==> src/rtl/dram_arbiter_2core.sv <==
// Shared single-port DRAM arbiter: the host owns the RAM while stopped, the two cores
// share it round-robin while running. Each access: request, 2-cycle latency, ack pulse.
module dram_arbiter_2core #(
  parameter int ADDR_W = 9,
  parameter int DATA_W = 16,
  parameter int CNT_W  = 16
) (
  input  logic              clock,
  input  logic              reset_n,
  input  logic              run,
  input  logic              ext_req,
  input  logic              ext_wen,
  input  logic [ADDR_W-1:0] ext_addr,
  input  logic [DATA_W-1:0] ext_wdata,
  output logic              ext_ack,
  input  logic              c1_req,
  input  logic              c1_wen,
  input  logic [ADDR_W-1:0] c1_addr,
  input  logic [DATA_W-1:0] c1_wdata,
  output logic              c1_ack,
  input  logic              c2_req,
  input  logic              c2_wen,
  input  logic [ADDR_W-1:0] c2_addr,
  input  logic [DATA_W-1:0] c2_wdata,
  output logic              c2_ack,
  output logic [DATA_W-1:0] rdata,
  output logic              mem_en,
  output logic              mem_wen,
  output logic [ADDR_W-1:0] mem_addr,
  output logic [DATA_W-1:0] mem_wdata,
  input  logic [DATA_W-1:0] mem_rdata,
  output logic              busy,
  output logic [CNT_W-1:0]  contention_cnt
);

  typedef enum logic [1:0] {IDLE = 2'd0, ACCESS = 2'd1, RESP = 2'd2} state_t;
  typedef enum logic [1:0] {OWN_EXT = 2'd0, OWN_C1 = 2'd1, OWN_C2 = 2'd2} owner_t;

  state_t              state_q, state_d;
  owner_t              owner_q, owner_d;
  logic                last_c2_q, last_c2_d;
  logic                mem_en_q, mem_en_d;
  logic                mem_wen_q, mem_wen_d;
  logic [ADDR_W-1:0]   mem_addr_q, mem_addr_d;
  logic [DATA_W-1:0]   mem_wdata_q, mem_wdata_d;
  logic                ext_ack_q, ext_ack_d;
  logic                c1_ack_q, c1_ack_d;
  logic                c2_ack_q, c2_ack_d;
  logic [CNT_W-1:0]    cnt_q, cnt_d;

  logic both_req, grant_ext, grant_c1, grant_c2;

  // last_c2_q=1 means core 2 was granted last, so core 1 wins the next tie
  assign both_req  = run & c1_req & c2_req;
  assign grant_ext = ~run & ext_req;
  assign grant_c1  = run & c1_req & (~c2_req | last_c2_q);
  assign grant_c2  = run & c2_req & (~c1_req | ~last_c2_q);

  always_comb begin
    state_d     = state_q;
    owner_d     = owner_q;
    last_c2_d   = last_c2_q;
    mem_en_d    = 1'b0;
    mem_wen_d   = 1'b0;
    mem_addr_d  = mem_addr_q;
    mem_wdata_d = mem_wdata_q;
    ext_ack_d   = 1'b0;
    c1_ack_d    = 1'b0;
    c2_ack_d    = 1'b0;
    cnt_d       = cnt_q;
    case (state_q)
      IDLE: begin
        if (both_req && (cnt_q != {CNT_W{1'b1}})) cnt_d = cnt_q + 1'b1;
        if (grant_ext) begin
          owner_d     = OWN_EXT;
          mem_en_d    = 1'b1;
          mem_wen_d   = ext_wen;
          mem_addr_d  = ext_addr;
          mem_wdata_d = ext_wdata;
          state_d     = ACCESS;
        end else if (grant_c1) begin
          owner_d     = OWN_C1;
          last_c2_d   = 1'b0;
          mem_en_d    = 1'b1;
          mem_wen_d   = c1_wen;
          mem_addr_d  = c1_addr;
          mem_wdata_d = c1_wdata;
          state_d     = ACCESS;
        end else if (grant_c2) begin
          owner_d     = OWN_C2;
          last_c2_d   = 1'b1;
          mem_en_d    = 1'b1;
          mem_wen_d   = c2_wen;
          mem_addr_d  = c2_addr;
          mem_wdata_d = c2_wdata;
          state_d     = ACCESS;
        end
      end
      ACCESS: begin
        // DRAM samples mem_* on this edge; its read data is valid during RESP
        ext_ack_d = (owner_q == OWN_EXT);
        c1_ack_d  = (owner_q == OWN_C1);
        c2_ack_d  = (owner_q == OWN_C2);
        state_d   = RESP;
      end
      RESP: begin
        state_d = IDLE;
      end
      default: begin
        state_d = IDLE;
      end
    endcase
  end

  always_ff @(posedge clock or negedge reset_n) begin
    if (!reset_n) begin
      state_q     <= IDLE;
      owner_q     <= OWN_EXT;
      last_c2_q   <= 1'b1;
      mem_en_q    <= 1'b0;
      mem_wen_q   <= 1'b0;
      mem_addr_q  <= '0;
      mem_wdata_q <= '0;
      ext_ack_q   <= 1'b0;
      c1_ack_q    <= 1'b0;
      c2_ack_q    <= 1'b0;
      cnt_q       <= '0;
    end else begin
      state_q     <= state_d;
      owner_q     <= owner_d;
      last_c2_q   <= last_c2_d;
      mem_en_q    <= mem_en_d;
      mem_wen_q   <= mem_wen_d;
      mem_addr_q  <= mem_addr_d;
      mem_wdata_q <= mem_wdata_d;
      ext_ack_q   <= ext_ack_d;
      c1_ack_q    <= c1_ack_d;
      c2_ack_q    <= c2_ack_d;
      cnt_q       <= cnt_d;
    end
  end

  assign ext_ack        = ext_ack_q;
  assign c1_ack         = c1_ack_q;
  assign c2_ack         = c2_ack_q;
  assign rdata          = mem_rdata;
  assign mem_en         = mem_en_q;
  assign mem_wen        = mem_wen_q;
  assign mem_addr       = mem_addr_q;
  assign mem_wdata      = mem_wdata_q;
  assign busy           = (state_q != IDLE);
  assign contention_cnt = cnt_q;

endmodule

==> config.mk <==
export PLATFORM = sky130hd
export DESIGN_NAME = dram_arbiter_2core
export DESIGN_NICKNAME = d
export VERILOG_FILES = /design/src/rtl/dram_arbiter_2core.sv
export SDC_FILE = /design/constraint.sdc
export NUM_CORES = 1
export LEC_CHECK = 0
export ABC_AREA = 1
export CORE_MARGIN = 5
export CORE_UTILIZATION = 43
export CTS_BUF_LIST = sky130_fd_sc_hd__clkbuf_8
export CTS_CLUSTER_SIZE = 40
export DETAILED_ROUTE_END_ITERATION = 16
export GPL_TIMING_DRIVEN = 1
export PLACE_DENSITY = 0.95
export SETUP_SLACK_MARGIN = 0.4
export SLEW_MARGIN = 15
export SYNTH_ARGS = -nofsm -noshare
export SYNTH_HDL_FRONTEND = slang
export SYNTH_SLANG_ARGS = --single-unit
export TNS_END_PERCENT = 50
==> constraint.sdc <==
create_clock -name clock -period 4.25 [get_ports clock]
set_input_delay 1.0625 -clock clock [delete_from_list [all_inputs] [get_ports clock]]
set_output_delay 1.0625 -clock clock [all_outputs]
set_load 0.05 [all_outputs]
==> impl_metrics.env, run 1 <==
export IMPL_post_route_period_util=0.722
export IMPL_synthArstFlopShare=1.00
export IMPL_design_area_sq_mm=0.00424
export IMPL_hpwlAfterDp_um=6660
export IMPL_gp_congestion=0.805
export IMPL_hold_buffers=0
export IMPL_tightest_slew_ps=778
export IMPL_syn_area_sq_mm=0.00296
export IMPL_rsz0062_at_grt="no"
export IMPL_placed_area_sq_mm=0.00414
export IMPL_path_clk_slew_ps=90
export IMPL_syn_nets=516
export IMPL_drive_above_1_share=0.0420
export IMPL_firstDrtPassIters=4
export IMPL_arrival_ps=3250
export IMPL_internal_power_uw=1220
export IMPL_worst_slack_ps=1180
export IMPL_crit_type="input pin to flip-flop"
export IMPL_fin_nets=624
export IMPL_netlist_instances=415
export IMPL_min_path_cells=1
export IMPL_h_tree_depth=2
export IMPL_syn_avg_cell_area_sq_um=7.14
export IMPL_p_leak_uw=0.00199
export IMPL_setup_viol=0
export IMPL_slew_headroom=0.480
export IMPL_start_util=0.439
export IMPL_cts_sinks=51
export IMPL_routed_via_density=5.07
export IMPL_drtAntennaViolNets=0
export IMPL_portBuffers=130
export IMPL_synth_top_cell_area_share=0.422
export IMPL_yosys_warnings=0
export IMPL_synth_common_cells="206 x nand2_1, 50 x dfrtp_1, 48 x nand3_1, 26 x inv_1"
export IMPL_grt_max_degree=52
export IMPL_clkLatencyLatePin_ps=300
export IMPL_grt_pass1_wl_um=13800
export IMPL_p_sw_frac=0.481
export IMPL_hp_class="flip-flop to flip-flop"
export IMPL_io_pins=163
export IMPL_outcome="complete, no violations"
export IMPL_maxSlewViolCount=0
export IMPL_p_clk_frac=0.127
export IMPL_yosys_area_top_type="dfrtp_1"
export IMPL_clock_root_buffer="clkbuf_8"
export IMPL_first_global_vias=3010
export IMPL_preCtsSetupSlack_ps=850
export IMPL_die_area_sq_mm=0.00865
export IMPL_r2r_cells=6
export IMPL_timing_final_crit_period_ps=3070
export IMPL_yosysUniqueCellTypes=28
export IMPL_fp_dieW_um=93.0
export IMPL_ctsResizeCount=0
export IMPL_numCtsBuffers=5
export IMPL_cap_viol_max_count=0
export IMPL_antenna_found_initial=0
export IMPL_coreArea_sq_mm=0.00676
export IMPL_cts_tree="built"
export IMPL_rows=30
export IMPL_end_kind="flip-flop"
export IMPL_synth_seq_cells=51
export IMPL_max_freq_mhz=326
export IMPL_wl_per_cell_um=14.0
export IMPL_finalHoldViolations=0
export IMPL_yosys_top_cells_area="dfrtp_1 42%, nand2_1 26%, nand3_1 8.1%"
export IMPL_yosys_cell_count_top_type="nand2_1"
export IMPL_fin_setup_tns_ps=0
export IMPL_cts_buffer_depth=2
export IMPL_routed_wl_um=8440
export IMPL_grt_use_total=0.198
export IMPL_grt_ovfl_total=0
export IMPL_yosysSeqAreaShare=0.431
export IMPL_num_vias=3060
export IMPL_synth_flop_cell="dfrtp_1"
export IMPL_critPathRequiredTime_ps=4430
export IMPL_crit_path_max_fanout=28
export IMPL_post_cts_buffers=0
export IMPL_fin_skew_ps=5.78
export IMPL_ir_worst_vdd_mv=0.395
export IMPL_fin_util=0.627
export IMPL_drcViolationCount=0
export IMPL_p_sw_uw=1130
export IMPL_synth_edf_count=0
export IMPL_syn_to_final_growth_pct=43.0
export IMPL_combPwrFrac=0.551
export IMPL_power_density_mw_per_mm2=553
export IMPL_drtIter0Drc=93
export IMPL_diodes=0
export IMPL_seqPwrFrac=0.322
export IMPL_die_h_um=93.0
export IMPL_cp_start_kind="input pin"
worst max-delay path, cell delays in order:
cell	delay (ps)
clkdlybuf4s50_1	490
inv_2	80
nand2_2	260
a31oi_4	690
inv_2	400
nand2_1	170
nand2_1	80
stage by stage:
step           hold slack, ps  power, uW  instances
5_1_grt                   475       2470        604
2_1_floorplan             410       1630        415
4_1_cts                   441       2360        604
3_5_place_dp              427       2060        596
3_3_place_gp              422       2020        596
6_report                  443       2340        604
registers in the layout (all words and copies together), names as in the netlist:
| signal | flops |
|---|---|
| state_q | 2 |
| c2_ack | 1 |
| mem_addr | 9 |
| c1_ack | 1 |
| last_c2_q | 1 |
| contention_cnt | 16 |
| mem_en | 1 |
| mem_wdata | 16 |
| owner_q | 2 |
| ext_ack | 1 |
| mem_wen | 1 |
cell type report:
type | instances | area (sq um)
fill | 607 | 2520
clock buffer | 7 | 96.3
clock inverter | 1 | 3.75
timing repair buffer | 130 | 1300
multi-input combinational | 306 | 1350
sequential | 51 | 1280
inverter | 29 | 109
tap | 80 | 100
kinds of logic (layout without fill, tap and decap cells):
logic type / after synthesis / count (layout) / synth area share
xor gates and xnor gates: 3 / 3 / 0.00887
and+or+nand+nor: 284 / 284 / 0.393
DFF: 51 / 51 / 0.431
AOI/OAI and AO/OA: 18 / 18 / 0.0511
adders and majority gates: 1 / 1 / 0.00422
buffers and inverters: 58 / 167 / 0.112
power by group through the flow:
stage | Combinational [uW] | Clock [uW] | Sequential [uW]
after floorplan | 394 | 0 | 1230
after global placement | 1270 | 0 | 756
after detailed placement | 1300 | 0 | 757
after CTS | 1300 | 302 | 754
after global routing | 1370 | 326 | 776
final | 1290 | 298 | 755
per-layer routing:
| metal | GRT usage | routed length (um) | vias to the layer above |
|---|---|---|---|
| met5 | 0 | 0 | - |
| met1 | 0.207 | 3010 | 1425 |
| met2 | 0.376 | 4570 | 115 |
| met4 | 0.0684 | 214 | 0 |
| met3 | 0.0555 | 652 | 21 |
| li1 | - | - | 1499 |
worst paths after layout:
kind,from,end,slack [ps]
max in group asynchronous,reset_n,mem_addr[8]$_DFFE_PN0P_,3040
min in group asynchronous,reset_n,ext_ack$_DFF_PN0_,780
worst min register to register,state_q[1]$_DFFE_PN0P_,state_q[1]$_DFFE_PN0P_,440
worst max-delay path,run,mem_wdata[13]$_DFFE_PN0P_,1180
worst min-delay path,state_q[1]$_DFFE_PN0P_,state_q[1]$_DFFE_PN0P_,440
worst max register to register,state_q[0]$_DFFE_PN0P_,mem_wdata[13]$_DFFE_PN0P_,2160
layout by cell type, fill, tap and decap left out, types with 3 or more instances in the layout:
cell	count
nand2_1	206
clkdlybuf4s50_1	129
dfrtp_1	50
nand3_1	48
inv_1	27
nor2_1	18
o211ai_1	10
clkbuf_8	7
nand2_2	3
inv_2	3
Power figures use the tool's default switching activity.
==> inputs of run 2 (changes only) <==
CORE_UTILIZATION = 36   (was 43)
PLACE_DENSITY = 0.89   (was 0.95)
clock period = 2.48 ns   (was 4.25 ns; I/O delays follow)
==> run 2 against run 1 <==
Against the previous run: sequential cell count stayed put; setup slack worse by 790 ps; clock power is 48% higher; clock skew is 2.8 ps higher; power is 67% higher; largest cell class is now buffers.
==> impl_metrics.env, run 2 (synthesis gave the netlist of run 1 again) <==
export IMPL_cts_tree="built"
export IMPL_seqPwrFrac=0.329
export IMPL_final_common_cell="nand2_1"
export IMPL_hold_buffers=0
export IMPL_diodes=0
export IMPL_outcome="complete, no violations"
export IMPL_hp_class="input pin to asynchronous set/reset pin"
export IMPL_timing_rr_end="contention_cnt[14]$_DFFE_PN0P_"
export IMPL_clock_root_buffer="clkbuf_8"
export IMPL_p_sw_frac=0.488
export IMPL_rows=33
export IMPL_hpwlAfterDp_um=6710
export IMPL_most_common_layout_cells="206 x nand2_1, 95 x clkdlybuf4s50_1, 50 x dfrtp_1"
export IMPL_gp_congestion=0.812
export IMPL_firstDrtPassIters=4
export IMPL_placed_area_sq_mm=0.00425
export IMPL_numCtsBuffers=5
export IMPL_cp_start_kind="flip-flop"
export IMPL_setup_viol=0
export IMPL_routed_wl_um=8550
export IMPL_ir_worst_vdd_mv=0.478
export IMPL_fp_dieW_um=101
export IMPL_p_sw_uw=1900
export IMPL_routed_via_density=4.82
export IMPL_power_density_mw_per_mm2=900
export IMPL_crit_family="buffers and inverters"
export IMPL_fin_skew_ps=8.62
export IMPL_drive_above_1_share=0.0526
export IMPL_timing_final_crit_period_ps=2090
export IMPL_drtIter0Drc=71
export IMPL_first_global_vias=3249
export IMPL_rsz0062_at_grt="yes"
export IMPL_critPathRequiredTime_ps=1860
export IMPL_post_route_period_util=0.843
export IMPL_post_cts_buffers=0
export IMPL_hold_ws_ps=292
export IMPL_max_freq_mhz=478
export IMPL_path_clk_slew_ps=90
export IMPL_r2r_start="contention_cnt[0]$_DFFE_PN0P_"
export IMPL_slowest_delay_ps=820
export IMPL_crit_path_max_fanout=2
export IMPL_grt_max_degree=30
export IMPL_portBuffers=130
export IMPL_fin_setup_tns_ps=0
export IMPL_end_kind="primary output"
export IMPL_arrival_ps=1470
export IMPL_internal_power_uw=2000
export IMPL_fin_util=0.533
export IMPL_p_clk_frac=0.113
export IMPL_design_area_sq_mm=0.00434
export IMPL_io_pins=163
export IMPL_crit_path_top_delay_cell="clkdlybuf4s50_1"
export IMPL_finalHoldViolations=0
export IMPL_syn_to_final_growth_pct=46.4
export IMPL_die_h_um=101
export IMPL_die_area_sq_mm=0.0101
export IMPL_cts_buffer_depth=2
export IMPL_r2r_cells=10
export IMPL_wl_per_cell_um=13.4
export IMPL_n_fill_cell=751
export IMPL_tightest_slew_ps=534
export IMPL_fin_nets=632
export IMPL_coreArea_sq_mm=0.00813
export IMPL_cp_cell_sequence="clkdlybuf4s50_1"
export IMPL_antenna_found_initial=0
export IMPL_start_util=0.364
export IMPL_cts_sinks=51
export IMPL_cap_viol_max_count=0
export IMPL_grt_use_total=0.174
export IMPL_maxSlewViolCount=0
export IMPL_combPwrFrac=0.558
export IMPL_grt_ovfl_total=0
export IMPL_slew_headroom=0.643
export IMPL_path_buf_inv=1
export IMPL_drtAntennaViolNets=0
export IMPL_crit_type="flip-flop to primary output"
export IMPL_grt_pass1_wl_um=14300
export IMPL_h_tree_depth=2
export IMPL_num_vias=3072
export IMPL_ff2ff_setup_slack_ps=840
export IMPL_drcViolationCount=0
export IMPL_clkLatencyLatePin_ps=290
export IMPL_p_leak_uw=0.00227
run 2: changes by cell type in the layout (fill, tap and decap cells not counted), sizes merged:
cell,previous run,this run
clkbuf,7,5
clkdlybuf4s50,129,95
dlymetal6s2s,0,13
inv,30,32
buf,1,9
dlygate4sd2,0,21
run 2: what timing repair did:
| action | in CTS | in global routing |
|---|---|---|
| gates resized for setup | 21 | 13 |
| endpoints found under the hold margin | 0 | 0 |
| setup endpoints to repair | 43 | 26 |
run 2: through the flow:
stage | worst slack, ps | total power [uW] | std cells
floorplan | 642 | 2790 | 415
global placement | 344 | 3510 | 629
detailed placement | 260 | 3550 | 629
CTS | 366 | 3960 | 637
global route | 335 | 4150 | 637
finish | 389 | 3900 | 637
run 2: worst max path at each step:
stage	end	startpoint	cells past startpoint
after global routing	mem_wdata[15]	mem_wdata[15]$_DFFE_PN0P_	1
after detailed placement	mem_addr[5]$_DFFE_PN0P_	run	8
after global placement	mem_addr[3]$_DFFE_PN0P_	c2_req	6
final	mem_wdata[15]	mem_wdata[15]$_DFFE_PN0P_	1
after CTS	mem_addr[7]	mem_addr[7]$_DFFE_PN0P_	1
after floorplan	contention_cnt[12]$_DFFE_PN0P_	contention_cnt[0]$_DFFE_PN0P_	9
run 2: power groups by stage:
stage / clock network, uW / registers, uW / logic, uW
after floorplan: 0 / 2120 / 676
after global placement: 0 / 1300 / 2220
after detailed placement: 0 / 1300 / 2260
after CTS: 459 / 1290 / 2220
after global routing: 497 / 1320 / 2340
final: 442 / 1280 / 2180
run 2: worst register-to-register path, stage by stage, from the launching register on:
cell,delay [ps]
dfrtp_1,420
ha_1,230
nand2_1,70
nor2_1,170
nand2_1,140
nor2_2,170
nor2_4,50
buf_12,150
nand2_1,60
nand2_1,50
nand2_1,60
run 2: cell type report:
| cell class | instances | area, sq um | area share |
|---|---|---|---|
| clock buffer | 5 | 68.8 | 0.0159 |
| clock inverter | 3 | 11.3 | 0.00260 |
| inverter | 29 | 109 | 0.0251 |
| multi-input combinational | 306 | 1350 | 0.312 |
| sequential | 51 | 1280 | 0.294 |
| tap | 105 | 131 | 0.0303 |
| timing repair buffer | 138 | 1390 | 0.320 |
run 2: metal layers:
metal  track usage  vias up  routed length, um
met3        0.0595       14                832
met4        0.0674        0                129
li1              -     1512                  -
met2         0.309      131               4370
met1         0.189     1415               3230
met5             0        -                  0
==> inputs of run 3 (changes only) <==
clock period = 1.68 ns   (was 2.48 ns; I/O delays follow)
==> run 3 against run 2 <==
Against the previous run: final area grew 29%; final cell count is 8.0% higher; via count up 16%; wire length increased by 40%; register-to-register slack lost 740 ps; global-route usage grew 4.3 points; first-iteration DRC count increased by 140%; hold slack lost 210 ps; non-clock buffer count up 50; clock power rose by 83%; sequential share of layout area fell by 6.2 points; die area unchanged.
==> impl_metrics.env, run 3 (synthesis gave the netlist of run 1 again) <==
export IMPL_numCtsBuffers=5
export IMPL_p_clk_frac=0.115
export IMPL_io_pins=163
export IMPL_gp_congestion=0.825
export IMPL_r2r_start="contention_cnt[6]$_DFFE_PN0P_"
export IMPL_worst_path_most_repeated_cell="nor2_4"
export IMPL_clock_root_buffer="clkbuf_8"
export IMPL_cp_startpoint="contention_cnt[6]$_DFFE_PN0P_"
export IMPL_drtIter0Drc=171
export IMPL_cts_tree="built"
export IMPL_total_power_uw=7070
export IMPL_post_route_period_util=0.941
export IMPL_hold_ws_ps=77.1
export IMPL_combPwrFrac=0.606
export IMPL_clkLatencyLatePin_ps=310
export IMPL_drive_above_1_share=0.386
export IMPL_grt_use_total=0.217
export IMPL_p_sw_frac=0.472
export IMPL_grt_pass1_wl_um=17300
export IMPL_outcome="complete, no violations"
export IMPL_p_leak_uw=0.00267
export IMPL_most_common_layout_cells="171 x nand2_1, 78 x clkdlybuf4s50_1, 59 x buf_4"
export IMPL_critPathRequiredTime_ps=1880
export IMPL_slowest_delay_ps=500
export IMPL_cp_cell_sequence="nand2_1 -> nor2_4 -> nand2_2 -> nor2_4 -> nor2_4 -> buf_12 -> buf_16 -> nand3_2 -> nand2_1"
export IMPL_hold_buffers=0
export IMPL_max_freq_mhz=633
export IMPL_internal_power_uw=3730
export IMPL_crit_end="contention_cnt[14]$_DFFE_PN0P_"
export IMPL_drtAntennaViolNets=0
export IMPL_timing_final_crit_period_ps=1580
export IMPL_fin_skew_ps=20.0
export IMPL_path_clk_slew_ps=110
export IMPL_r2r_cells=9
export IMPL_wl_per_cell_um=17.4
export IMPL_cts_sinks=51
export IMPL_crit_type="flip-flop to flip-flop"
export IMPL_cts_buffer_depth=2
export IMPL_end_kind="flip-flop"
export IMPL_n_fill_cell=567
export IMPL_first_global_vias=3651
export IMPL_setup_viol=0
export IMPL_h_tree_depth=2
export IMPL_multi_input_comb_area_sq_mm=0.00178
export IMPL_arrival_ps=1780
export IMPL_fp_dieW_um=101
export IMPL_firstDrtPassIters=5
export IMPL_cap_viol_max_count=0
export IMPL_power_density_mw_per_mm2=1260
export IMPL_slew_headroom=0.809
export IMPL_ff2ff_setup_slack_ps=100
export IMPL_regArea_sq_mm=0.00130
export IMPL_grt_max_degree=52
export IMPL_portBuffers=130
export IMPL_instances_no_fill=688
export IMPL_p_sw_uw=3330
export IMPL_routed_wl_um=11900
export IMPL_fin_nets=683
export IMPL_seqPwrFrac=0.279
export IMPL_maxSlewViolCount=0
export IMPL_crit_path_top_delay_cell="dfrtp_2"
export IMPL_die_area_sq_mm=0.0101
export IMPL_routed_via_density=5.16
export IMPL_finalHoldViolations=0
export IMPL_start_util=0.364
export IMPL_num_vias=3552
export IMPL_antenna_found_initial=0
export IMPL_place_inst=634
export IMPL_hp_class="input pin to asynchronous set/reset pin"
export IMPL_grt_ovfl_total=0
export IMPL_diodes=0
export IMPL_coreArea_sq_mm=0.00813
export IMPL_rsz0062_at_grt="yes"
export IMPL_timing_rr_end="contention_cnt[14]$_DFFE_PN0P_"
export IMPL_tightest_slew_ps=286
export IMPL_syn_to_final_growth_pct=88.6
export IMPL_cp_start_kind="flip-flop"
export IMPL_ir_worst_vdd_mv=0.810
export IMPL_hpwlAfterDp_um=7100
export IMPL_drcViolationCount=0
export IMPL_rows=33
export IMPL_die_h_um=101
export IMPL_crit_path_max_fanout=6
export IMPL_final_common_cell="nand2_1"
run 3: worst min path at each step:
stage	start	to	slack, ps	cells past startpoint
final	reset_n	contention_cnt[11]$_DFFE_PN0P_	80	2
after global routing	reset_n	mem_addr[6]$_DFFE_PN0P_	90	2
after CTS	reset_n	contention_cnt[11]$_DFFE_PN0P_	100	2
after detailed placement	owner_q[0]$_DFFE_PN0P_	ext_ack$_DFF_PN0_	430	1
after global placement	owner_q[0]$_DFFE_PN0P_	ext_ack$_DFF_PN0_	420	1
after floorplan	reset_n	c1_ack$_DFF_PN0_	120	0
run 3: cell type report:
type	count	area share
Clock buffer	7	0.0172
Clock inverter	1	0.00134
Inverter	29	0.0219
Multi-Input combinational cell	306	0.318
Sequential cell	51	0.232
Tap cell	105	0.0235
Timing Repair Buffer	188	0.385
Timing Repair inverter	1	0.00112
run 3: power by group through the flow:
| stage | combinational, uW | clock [uW] | sequential, uW |
|---|---|---|---|
| 6_report | 4290 | 810 | 1970 |
| 5_1_grt | 4510 | 866 | 2020 |
| 4_1_cts | 4100 | 803 | 1950 |
| 3_5_place_dp | 3570 | 0 | 1990 |
| 3_3_place_gp | 3470 | 0 | 1980 |
| 2_1_floorplan | 1060 | 0 | 3150 |
run 3: critical path, delay by kind of cell, from the launching register on:
kind | cells | cell delay (ps)
buf+inv | 2 | 270
flops | 1 | 500
simple gates | 7 | 700
run 3: layer usage:
metal / vias up / share of wire / global-route usage
met5: - / 0 / 0
met2: 203 / 0.54 / 0.409
met4: 0 / 0.042 / 0.0891
met1: 1682 / 0.34 / 0.234
li1: 1623 / - / -
met3: 44 / 0.072 / 0.0415
run 3: stage by stage:
| step | worst slack, ps | cell area [sq um] | util | TNS (ps) |
|---|---|---|---|---|
| after floorplan | 132 | 3040 | - | 0 |
| after global placement | -238 | 4520 | 0.556 | -8160 |
| after detailed placement | -281 | 4520 | 0.556 | -9740 |
| after CTS | 211 | 5240 | 0.644 | 0 |
| after global routing | 57.8 | 5590 | 0.687 | 0 |
| final | 99.4 | 5590 | 0.687 | 0 |
run 3: repair_timing:
item / in CTS / in global routing
endpoints found under the setup margin: 90 / 92
resized for setup: 62 / 61
pin swaps: 24 / 21
gates cloned: 7 / 1
endpoints found under the hold margin: 0 / 0
buffers inserted: 26 / 12
